===== config.mk =====
export PLATFORM = sky130hd
export DESIGN_NAME = kalman_filter_mac_pipe
export DESIGN_NICKNAME = d
export VERILOG_FILES = /design/src/rtl/kalman_filter_mac_pipe.sv
export SDC_FILE = /design/constraint.sdc
export NUM_CORES = 2
export LEC_CHECK = 0
export CORE_UTILIZATION = 30
export CTS_CLUSTER_SIZE = 20
export DETAILED_ROUTE_END_ITERATION = 10
export PLACE_DENSITY = 0.46
export SETUP_SLACK_MARGIN = 0.3
export SYNTH_ARGS = -nofsm -noshare
export SYNTH_HDL_FRONTEND = slang
export SYNTH_SLANG_ARGS = --single-unit
export TNS_END_PERCENT = 1

===== constraint.sdc =====
create_clock -name clk -period 7.6 [get_ports clk]
set_clock_uncertainty 0.2 [all_clocks]
set_input_delay 1.14 -clock clk [delete_from_list [all_inputs] [get_ports clk]]
set_output_delay 1.14 -clock clk [all_outputs]
set_load 0.05 [all_outputs]

===== src/rtl/kalman_filter_mac_pipe.sv =====
// Signed multiply/accumulate pipeline, LAT ce-enabled cycles from sample to out_valid, one sample per cycle.
// No backpressure: ce=0 freezes every stage; the accumulator saturates and raises a sticky ovf.
module kalman_filter_mac_pipe #(
  parameter int AW    = 20,
  parameter int BW    = 19,
  parameter int LAT   = 4,
  parameter int ACC_W = 48
) (
  input  logic                    clk,
  input  logic                    reset,
  input  logic                    ce,
  input  logic                    in_valid,
  input  logic signed [AW-1:0]    din0,
  input  logic signed [BW-1:0]    din1,
  input  logic                    acc_en,
  input  logic                    acc_clr,
  output logic                    out_valid,
  output logic signed [ACC_W-1:0] dout,
  output logic                    ovf
);
  localparam int PW = AW + BW;
  localparam int SW = PW + 3;
  localparam int D  = LAT - 2;
  localparam logic signed [ACC_W-1:0] SAT_MAX = {1'b0, {(ACC_W-1){1'b1}}};
  localparam logic signed [ACC_W-1:0] SAT_MIN = {1'b1, {(ACC_W-1){1'b0}}};

  logic signed [AW-1:0] a_q;
  logic signed [BW-1:0] b_q;
  logic                 v1_q, en1_q, clr1_q;

  always_ff @(posedge clk) begin
    if (reset) begin
      a_q    <= '0;
      b_q    <= '0;
      v1_q   <= 1'b0;
      en1_q  <= 1'b0;
      clr1_q <= 1'b0;
    end else if (ce) begin
      a_q    <= din0;
      b_q    <= din1;
      v1_q   <= in_valid;
      en1_q  <= acc_en;
      clr1_q <= acc_clr;
    end
  end

  logic signed [PW-1:0] prod_w;
  logic [SW-1:0]        s1_w, fin_w;

  assign prod_w = PW'(a_q) * PW'(b_q);
  assign s1_w   = {v1_q, en1_q, clr1_q, prod_w};

  // Pure delay stages so the final accumulate lands exactly LAT cycles after capture.
  if (D == 0) begin : g_nodly
    assign fin_w = s1_w;
  end else begin : g_dly
    logic [SW-1:0] dly_q [D];
    always_ff @(posedge clk) begin
      if (reset) begin
        for (int i = 0; i < D; i++) dly_q[i] <= '0;
      end else if (ce) begin
        dly_q[0] <= s1_w;
        for (int i = 1; i < D; i++) dly_q[i] <= dly_q[i-1];
      end
    end
    assign fin_w = dly_q[D-1];
  end

  logic                    fin_v, fin_en, fin_clr;
  logic signed [PW-1:0]    fin_p;
  logic signed [ACC_W-1:0] ext_w, base_w;
  logic signed [ACC_W:0]   sum_w;
  logic signed [ACC_W-1:0] acc_q, acc_d, dout_q, dout_d;
  logic                    vld_q, ovf_q, ovf_d;

  assign fin_v   = fin_w[SW-1];
  assign fin_en  = fin_w[SW-2];
  assign fin_clr = fin_w[SW-3];
  assign fin_p   = fin_w[PW-1:0];

  always_comb begin
    ext_w  = ACC_W'(fin_p);
    base_w = fin_clr ? '0 : acc_q;
    sum_w  = (ACC_W+1)'(base_w) + (ACC_W+1)'(ext_w);
    acc_d  = acc_q;
    dout_d = dout_q;
    ovf_d  = ovf_q;
    if (fin_v) begin
      if (!fin_en) begin
        dout_d = ext_w;
      end else if (sum_w[ACC_W] != sum_w[ACC_W-1]) begin
        // Carry-out disagrees with the sign bit: clamp toward the sign of the true sum.
        acc_d  = sum_w[ACC_W] ? SAT_MIN : SAT_MAX;
        dout_d = acc_d;
        ovf_d  = 1'b1;
      end else begin
        acc_d  = sum_w[ACC_W-1:0];
        dout_d = acc_d;
        if (fin_clr) ovf_d = 1'b0;
      end
    end
  end

  always_ff @(posedge clk) begin
    if (reset) begin
      vld_q  <= 1'b0;
      acc_q  <= '0;
      dout_q <= '0;
      ovf_q  <= 1'b0;
    end else if (ce) begin
      vld_q  <= fin_v;
      acc_q  <= acc_d;
      dout_q <= dout_d;
      ovf_q  <= ovf_d;
    end
  end

  assign out_valid = vld_q;
  assign dout      = dout_q;
  assign ovf       = ovf_q;
endmodule

; ---- Word-level counts from Yosys, hierarchy flattened
; Memory sizes are Yosys's and may differ from the RTL's.
; Index checks and enable logic that the tools add are counted.
[word_totals]
reg_bits = 140
latch_bits = 0
mem_bits_rw = 84
romBits = 0
inputBits = 45
output_inout_bits = 50
word_cells = 32
memories = 1
[memory_table]
columns = name, words, word_bits, read_ports, rd_ports_with_merged_regs, write_ports, line
row1 = g_dly.dly_q, 2, 42, 2, 0, 2, 57  ; logic [SW-1:0] dly_q [D];
[classes]
add_sub_neg = 1
mul = 1
n_div = 0
magnitude_cmp = 0
eq_ne = 1
shift = 0
mux = 13
bitwise = 2
n_reduce_logical = 4
[op_table]
columns = cell, n
row1 = 48-bit 2-to-1 mux, 4
row2 = 42-bit 2-to-1 mux, 2
row3 = 48-bit by 39-bit adder with 49-bit output, 1
row4 = 20-bit by 19-bit multiplier with 39-bit output, 1
row5 = 1-bit 2-to-1 mux, 7
row6 = 4-bit AND reduction, 1
row7 = 3-bit AND reduction, 1
row8 = 1-bit bitwise OR, 2
row9 = 2-bit AND reduction, 1
row10 = 2-bit nonzero test, 1
row11 = 1-bit != test, 1

; ---- Depth between registers and ports, before layout
[logic_depth]
ltp_word = 5
mapped_depth = 26
depth_no_buf = 25

; ---- Worst setup path before layout
; Ideal clock, no wire load.
[synth_timing]
path_kind = flip-flop to flip-flop
startpoint = register a_q[19]
endpoint = memory g_dly.dly_q[0][37] (netlist bit) (data pin)
setup_time_ns = 0.266
t_arrival_ns = 6.508
t_required_ns = 7.134
slack_ns = 0.626
path_stages_with_launch = 25
path_buffers = 1
synth_period_minus_slack_ns = 6.974
cell_sequence = dfxtp_1 > clkbuf_1 > nand2_1 > fa_1 > inv_1 > fa_1 > fa_1 > inv_1 > fa_1 > inv_1 > fa_1 > inv_1 > fa_1 > inv_1 > ha_1 > ha_1 > a21o_1 > a31o_2 > a21o_1 > a21o_1 > a21oi_1 > nor3b_1 > a21o_1 > xor2_1 > nor2_1
[synth_rtl]
columns = item, line
row1 = from (decl), 27  ; logic signed [AW-1:0] a_q;
row2 = from (signal assigned), 39  ; a_q <= din0;
row3 = to (decl), 57

==> key figures <==
Status
  • Status: finished, final reports clean

Timing
  • Min setup slack post-route: 0.545 ns
  • Slew HR: 0.352
  • Fin Setup TNS: 0 ns
  • Fmax: 142 MHz
  • Final hold violation count: 0
  • Fin crit share: 0.928
  • Minimum clock period: 7.05 ns
  • Actual slew at the worst max-slew pin: 0.967 ns
  • RSZ-0062 raised after global routing: yes
  • Slew Limit Fails: 0
  • Setup violators final: 0

Worst setup path
  • WP data arrival: 7.19 ns
  • Worst-path maximum fanout: 14
  • Slowest CP cell: dfxtp_1
  • Startpoint types: register
  • Kind of cell adding the most delay to the critical path: adder cells
  • Worst Setup Path Type: register to register
  • Most Frequent Cell on Critical Path: fa_1
  • Worst setup EP type: register
  • Worst path required time: 7.74 ns
  • Cells along the critical path: buf_4 -> nand2_1 -> fa_1 -> inv_1 -> fa_1 -> fa_1 -> fa_1 -> fa_1 -> inv_1 -> fa_1 -> inv_1 -> ha_1 -> ha_1 -> a21o_1 -> a211oi_2 -> a21boi_0 -> a21boi_0 -> a31o_2 -> a21bo_2 -> a41oi_1 -> xor2_1 -> nor2_1
  • Crit path largest cell delay: 0.60 ns
  • Buf/Inv on CP: 4

Route
  • Initial drt markers: 784
  • Overall routed net length: 67.9 mm
  • Drt pass-1 iters: 5
  • ANT nets after route: 0
  • Vias per cell: 4.80
  • WL/cell: 17.6 microns
  • Vias: 18500
  • # DRC: 0

Logic synthesis
  • Area contributors post-synth: fa_1, dfxtp_1, edfxtp_1
  • Top cell type's share of synthesized area: 0.306
  • Synth warn: 0
  • Register bit total from synthesis: 224
  • Synthesized net count: 3316
  • Cell variety after synth: 69
  • Asr flop ratio synth: 0
  • Seq/Total Area, Yosys: 0.210
  • Main synth FF type: dfxtp_1
  • Post-synthesis instance area: 25300 sq um
  • Synth Area per Inst: 9.31 sq um
  • Number of flops mapped to enable cells by yosys: 84
  • Post-Syn Instances: 2721
  • Yosys top cell by area: fa_1

Cells and area
  • Area grow syn2layout: 12.9%
  • Antenna Cells: 0
  • Final cell count without fillers: 3857
  • Post-layout nets: 3347
  • Most frequent cells in the layout: inv_1, fa_1, nand2_1, and2_1, a21oi_1
  • Most common cell after layout, fill and taps aside: inv_1
  • Area occupied by registers: 5360 sq um
  • Final Util: 0.342
  • Area occupied by multi-input gates: 18000 sq um
  • Fillers: 8617
  • Share of layout cells above drive strength 1: 0.0598

Power and ir drop
  • Pint: 0.00285 W
  • Total power density per cell area: 153 nW/um^2
  • Sw power: 0.00152 W
  • Sw frac: 0.349
  • Logic pwr share: 0.316
  • Total power: 0.00437 W
  • Leakage: 13.3 nW
  • Seq pwr share: 0.325
  • VDD IR max: 0.175 mV
  • Clock power frac: 0.359

Global routing
  • First-pass GRT wire length: 109 mm
  • Initial antenna violation count: 0
  • Largest net degree at the start of global routing: 65
  • Total GRT Usage: 0.160
  • Total grt overflow: 0
  • Vias in the first global route: 19600

Clock network
  • Clock transition at the registers of the reported paths: 0.07 ns
  • TritonCTS clock tree: done
  • CTS root buffer: clkbuf_16
  • Hold_buf cts: 0
  • Clk sinks: 224
  • Latest clock arrival within the worst-skew pair: 0.61 ns
  • H-Tree Depth: 1
  • Total CTS buffers: 31
  • Clock Path Buffers: 3

Min path
  • HP Class: register to register

Floorplanning
  • Initial Util: 0.303
  • Floorplan row count: 106
  • Core area: 83600 sq um
  • Die area: 85600 sq um
  • # IOs: 95
  • Die Wd: 293 microns
  • Die Y: 293 microns

Placement
  • GP Congestion: 0.846
  • Post-DP HPWL: 54.6 mm
  • Inst Count DP: 3796
  • Dpl ws: 0.270 ns
  • PortBufs: 94

Flow run
  • Max cap viols: 0
## power by group through the flow
stage	logic, W	registers (W)	clock network [W]
floorplan	0.000999	0.00141	0
global placement	0.00138	0.00145	0
detailed placement	0.00139	0.00145	0
CTS	0.00140	0.00142	0.00162
global route	0.00157	0.00143	0.00166
finish	0.00138	0.00142	0.00157
## worst min-delay path, cell delays in order, from the launching register on
cell	delay (ns)
dfxtp_1	0.30
nand2_1	0.05
a21oi_1	0.05
## worst paths after layout
path,from,slack [ns],to,cells after the start
setup / recovery,b_q[12]$_SDFFE_PP0P_,0.55,g_dly.dly_q[0][32]$_SDFFCE_PN0P_,22
hold / removal,acc_q[36]$_SDFFE_PP0P_,0.25,acc_q[36]$_SDFFE_PP0P_,2
setup reg to reg,b_q[12]$_SDFFE_PP0P_,0.55,g_dly.dly_q[0][32]$_SDFFCE_PN0P_,22
hold reg to reg,acc_q[36]$_SDFFE_PP0P_,0.25,acc_q[36]$_SDFFE_PP0P_,2
## cells in the mapped netlist, types with 4 or more instances
master / count
or2_2: 5
nor2b_1: 61
nor3_1: 15
o22ai_1: 6
nand2_1: 260
nor3b_1: 39
buf_1: 4
clkbuf_1: 137
mux2i_1: 44
o21bai_1: 16
and3_1: 11
o21ai_0: 42
a21boi_0: 6
buf_2: 7
dfxtp_1: 140
o21ai_1: 4
a41oi_1: 4
o211ai_1: 9
nand3_1: 12
inv_1: 388
a31o_2: 4
ha_1: 163
a31oi_1: 15
nand2b_1: 20
and4_1: 4
o21a_1: 11
a21o_1: 42
nand4_1: 9
xor2_1: 24
a211oi_1: 18
xnor2_1: 55
a21oi_1: 245
buf_4: 4
edfxtp_1: 84
nor2_1: 125
nand3b_1: 7
a211o_1: 5
fa_1: 387
and2_1: 248
## per-stage QoR
stage               cell area (sq um)  hold WS (ns)
detailed placement              27400         0.242
CTS                             28500         0.250
global placement                27400         0.239
finish                          28600         0.249
global route                    28600         0.263
floorplan                       25300         0.232
## cells by family (layout without fill, tap and decap cells)
group | after synthesis | in the layout | share of synthesized area
AND/OR/NAND/NOR | 824 | 824 | 0.167
XOR/XNOR | 80 | 80 | 0.0280
buffers and inverters | 540 | 596 | 0.0809
flip-flops | 224 | 224 | 0.210
multiplexers | 44 | 44 | 0.0174
AO/OA/AOI/OAI | 458 | 458 | 0.109
adder cells (fa/ha/maj) | 551 | 551 | 0.387
## timing repair
item	4_1_cts	5_1_grt
pin swaps	0	1
resized for setup	6	29
setup buffers	0	3
endpoints found under the hold margin	0	0
endpoints found under the setup margin	2	9
## flip-flops by register name, summed over array words and instances (netlist names)
signal,flops
v1_q,1
out_valid,1
b_q,19
g_dly.dly_q,84
dout,48
acc_q,48
a_q,20
clr1_q,1
en1_q,1
ovf,1
## per-layer routing
metal  GRT usage  routed length (microns)  vias up
li1            -                        -     8746
met1       0.211                    30400     9366
met2       0.277                    33500      333
met3      0.0178                     2590       74
met4      0.0375                     1470        0
met5           0                        0        -
## cell type report
cell class,count,area share
clock inverter,21,0.00953
clock buffer,37,0.0283
timing repair buffer,150,0.0474
tap,1080,0.0472
multi-input combinational,1957,0.629
inverter,388,0.0509
sequential,224,0.187
No activity file was read; power rests on OpenSTA's default activity.
